===== src/rtl/alu_result_fifo.sv =====
// First-word-fall-through result buffer behind the mux ALU.
// Stores {err, carry, result}, drains via valid/ready, and counts results lost to a full buffer.
module alu_result_fifo #(
  parameter int DATA_W = 8,
  parameter int DEPTH  = 8
) (
  input  logic                     clk,
  input  logic                     rst_n,
  input  logic                     in_valid,
  input  logic [DATA_W-1:0]        in_result,
  input  logic                     in_carry,
  input  logic                     in_err,
  output logic                     in_ready,
  output logic                     out_valid,
  input  logic                     out_ready,
  output logic [DATA_W-1:0]        out_result,
  output logic                     out_carry,
  output logic                     out_err,
  output logic [$clog2(DEPTH):0]   count,
  output logic                     full,
  output logic                     empty,
  output logic                     ovf,
  output logic [7:0]               drop_cnt,
  input  logic                     clr_ovf
);

  localparam int AW = $clog2(DEPTH);
  localparam int CW = AW + 1;
  localparam int EW = DATA_W + 2;

  logic [EW-1:0] mem [DEPTH];
  logic [AW-1:0] wr_ptr;
  logic [AW-1:0] rd_ptr;
  logic          wr_en;
  logic          rd_en;
  logic          drop;

  assign full      = (count == CW'(DEPTH));
  assign empty     = (count == '0);
  assign in_ready  = !full;
  assign out_valid = !empty;

  assign wr_en = in_valid && !full;
  assign rd_en = !empty && out_ready;
  // A read in the same cycle does not rescue a write that arrives while full.
  assign drop  = in_valid && full;

  assign {out_err, out_carry, out_result} = mem[rd_ptr];

  always_ff @(posedge clk or negedge rst_n) begin
    if (!rst_n) begin
      wr_ptr <= '0;
      rd_ptr <= '0;
      count  <= '0;
      for (int i = 0; i < DEPTH; i++) begin
        mem[i] <= '0;
      end
    end else begin
      if (wr_en) begin
        mem[wr_ptr] <= {in_err, in_carry, in_result};
        wr_ptr      <= wr_ptr + AW'(1);
      end
      if (rd_en) begin
        rd_ptr <= rd_ptr + AW'(1);
      end
      case ({wr_en, rd_en})
        2'b10:   count <= count + CW'(1);
        2'b01:   count <= count - CW'(1);
        default: count <= count;
      endcase
    end
  end

  // A drop in the same cycle as a clear restarts the tally at one.
  always_ff @(posedge clk or negedge rst_n) begin
    if (!rst_n) begin
      ovf      <= 1'b0;
      drop_cnt <= '0;
    end else if (drop) begin
      ovf <= 1'b1;
      if (clr_ovf) begin
        drop_cnt <= 8'd1;
      end else if (drop_cnt != 8'hFF) begin
        drop_cnt <= drop_cnt + 8'd1;
      end
    end else if (clr_ovf) begin
      ovf      <= 1'b0;
      drop_cnt <= '0;
    end
  end

endmodule

===== config.mk =====
export PLATFORM = sky130hd
export DESIGN_NAME = alu_result_fifo
export DESIGN_NICKNAME = d
export VERILOG_FILES = /design/src/rtl/alu_result_fifo.sv
export SDC_FILE = /design/constraint.sdc
export NUM_CORES = 1
export LEC_CHECK = 0
export BUFFER_PORTS_ARGS = -buffer_cell sky130_fd_sc_hd__buf_2
export CAP_MARGIN = 20
export CORE_ASPECT_RATIO = 0.6
export CORE_UTILIZATION = 45
export CTS_CLUSTER_SIZE = 14
export DETAILED_ROUTE_END_ITERATION = 7
export PLACE_DENSITY = 0.71
export SETUP_SLACK_MARGIN = 0.05
export SLEW_MARGIN = 15
export SYNTH_ARGS = -nofsm -noshare
export SYNTH_HDL_FRONTEND = slang
export SYNTH_SLANG_ARGS = --single-unit
export TNS_END_PERCENT = 30

===== constraint.sdc =====
create_clock -name clk -period 3.74 [get_ports clk]
set_input_delay 0.374 -clock clk [delete_from_list [all_inputs] [get_ports clk]]
set_output_delay 0.374 -clock clk [all_outputs]
set_load 0.01 [all_outputs]

==> results.py <==
metrics = {
    "routing": {
        "post_drt_wl_per_cell_um": 18.4,
        "detail-route-antenna-nets": 0,
        "vias": 2803,
        "drc": 0,
        "routed_wl_um": 9220,
        "vias_per_cell": 5.59,
        "firstDrtPassIters": 6,
        "drt_iter0_drc": 115,
    },
    "setup_path": {
        "critPathMaxFanout": 8,
        "end_kind": "register",
        "worstSetupStartpointType": "register",
        "arrival_ns": 3.08,
        "critPathKind": "register to register",
        "cp.required_ns": 3.95,
    },
    "logic_synthesis": {
        "syn-num-nets": 345,
        "synthFlopType": "dfrtp_1",
        "syn_area_mm2": 0.00468,
        "yosysMostFrequentCell": "dfrtp_1",
        "synth_top_area_share_pct": 52.9,
        "synth_seq_cells": 99,
        "yosysTopAreaCell": "dfrtp_1",
        "ys_seq_area_share_pct": 52.9,
        "ys_warn_count": 0,
        "synthCells": 323,
        "synth_edf_count": 0,
        "synthTopCellsByArea": "dfrtp_1, mux2_2, mux4_2",
        "async_flop_share_pct": 100,
        "synth_commonest_cells": "dfrtp_1, mux2_2, mux4_2, nand2_1, inv_1",
        "syn-mean-instance-area_um2": 14.5,
        "yosys.cell_types.count": 44,
    },
    "clocking": {
        "cts_buffer_depth": 2,
        "cts_tree": "built",
        "cts_resized": 0,
        "cts.clk_slew.worst_paths_ns": 0.06,
        "worstSkewPairLatency_ns": 0.34,
        "cts_buffers": 9,
        "holdBufCountCts": 0,
        "cts_setup_buffers": 0,
        "cts_max_level": 3,
        "cts.sinks": 99,
        "cts_root_buf": "clkbuf_16",
    },
    "pwr": {
        "p_leak_nw": 2.30,
        "internal_power_w": 0.00317,
        "peakVddDrop_mv": 0.363,
        "p_clk_share_pct": 18.7,
        "p_seq_share_pct": 42.5,
        "comb_power_share_pct": 38.8,
        "p_sw_w": 0.00145,
        "powerDensity_mw_per_mm2": 872,
        "swShare_pct": 31.3,
    },
    "global_routing": {
        "antenna_found_initial": 0,
        "grt_start_max_net_pins": 80,
        "grt_pass1_vias": 2880,
        "grt_overflow": 0,
        "groute.usage.overall_pct": 19.2,
        "grt_pass1_wl_um": 15400,
    },
    "floorplan": {
        "start_util_pct": 46.9,
        "dieArea_mm2": 0.0108,
        "fp.dieH_um": 81,
        "rows": 28,
        "io_pins": 42,
        "die_w_um": 134,
        "coreArea_mm2": 0.00998,
    },
    "min_path": {
        "hold_path.class": "primary input to async pin",
    },
    "sta": {
        "setup_violations": 0,
        "max-slew-margin-rel_pct": 27.8,
        "fin_crit_sh_pct": 76.6,
        "rsz0062_at_grt": "false",
        "clock_skew_ns": 0.00462,
        "fmax_mhz": 349,
        "hold_violations": 0,
        "fin_setup_tns_ns": 0,
        "fin_hold_ws_ns": 0.193,
        "layout_min_cycle_time_ns": 2.86,
        "worst_pin_slew_ns": 1.08,
        "final_max_slew_viol_count": 0,
    },
    "placed_design": {
        "finalWeightedCongestion": 0.803,
        "hpwl_um": 6090,
        "io_buffers": 41,
    },
    "layout": {
        "utilization_pct": 53.0,
        "area_growth_pct": 13.0,
        "layout-drive-gt1-share_pct": 49.7,
        "nets": 383,
        "diodes": 0,
    },
    "run": {
        "maxCapViolCount": 0,
    },
    "outcome": {
        "status": "completed",
    },
}
==> sequential cells by signal (all words and copies together) (netlist names) <==
signal and cells:
mem 80, ovf 1, count 4, rd_ptr 3
drop_cnt 8, wr_ptr 3
==> routing by layer <==
| metal | global-route usage (%) | part of all wire, % | wire (um) | vias to the layer above |
|---|---|---|---|---|
| met5 | 0 | 0 | 0 | - |
| met4 | 5.45 | 1.2 | 109 | 0 |
| met2 | 30.6 | 47 | 4340 | 51 |
| li1 | - | - | - | 1273 |
| met1 | 26.2 | 48 | 4440 | 1469 |
| met3 | 5.18 | 3.6 | 334 | 10 |
==> power groups by stage <==
| stage | Combinational [W] | Clock, W | Sequential [W] |
|---|---|---|---|
| 6_report | 0.00179 | 0.000862 | 0.00196 |
| 5_1_grt | 0.00196 | 0.000923 | 0.00205 |
| 4_1_cts | 0.00181 | 0.000884 | 0.00197 |
| 3_5_place_dp | 0.00180 | 0 | 0.00198 |
| 3_3_place_gp | 0.00174 | 0 | 0.00195 |
| 2_1_floorplan | 0.00146 | 0 | 0.00178 |
==> through the flow <==
step	instance area, um2	std cells	power, W	worst slack (ns)
2_1_floorplan	4680	323	0.00324	1.01
3_3_place_gp	5010	485	0.00369	1.07
3_5_place_dp	5010	485	0.00378	0.927
4_1_cts	5290	501	0.00466	0.892
5_1_grt	5290	501	0.00492	0.696
6_report	5290	501	0.00461	0.876
==> final timing paths <==
check                                           from                       to  slack, ns  cells past startpoint
worst max-delay path            count[0]$_DFFE_PN0P_     count[3]$_DFFE_PN0P_       0.88                      7
worst min-delay path                           rst_n     count[1]$_DFFE_PN0P_       0.19                      1
worst max register to register  count[0]$_DFFE_PN0P_     count[3]$_DFFE_PN0P_       0.88                      7
worst min register to register   mem[44]$_DFFE_PN0P_      mem[44]$_DFFE_PN0P_       0.50                      1
max in group asynchronous                      rst_n      mem[67]$_DFFE_PN0P_       2.67                      2
min in group clk                             clr_ovf  drop_cnt[1]$_DFFE_PN0P_       0.32                      2
==> layout make-up <==
class,count,area (um2)
multi-input combinational,196,2080
fill,831,4700
inverter,12,50.0
tap,135,169
clock inverter,2,10.0
clock buffer,14,264
timing repair buffer,43,235
sequential,99,2480
==> cell families (layout without fill, tap and decap cells) <==
group / count (synthesis) / after routing / synth area share (%)
adder cells (fa/ha/maj): 7 / 7 / 2.03
XOR/XNOR: 5 / 5 / 0.936
AO/OA/AOI/OAI: 21 / 21 / 2.54
multiplexers: 112 / 112 / 31.7
buffers and inverters: 28 / 71 / 2.78
flip-flops: 99 / 99 / 52.9
AND/OR/NAND/NOR: 51 / 51 / 7.06
==> cells in the final DEF (no fill, tap or decap), types with 3 or more instances in the layout <==
cell type   n
ha_1        6
xnor2_1     3
or3_1       6
nand3_1     4
a21oi_1     7
mux2_2     91
clkbuf_1    3
dfrtp_1    99
mux4_2     20
buf_2      40
o21ai_0     8
inv_1      10
nand4b_1    3
clkbuf_16   9
nand2_1    12
==> worst max-delay path: stages, from the launching register on <==
cell,delay [ns]
dfrtp_1,0.45
or4_2,0.71
and2_1,0.24
ha_1,0.29
ha_1,0.31
a21oi_1,0.22
o21ai_0,0.14
o311ai_0,0.38
No activity file was read; power rests on OpenSTA's default activity.
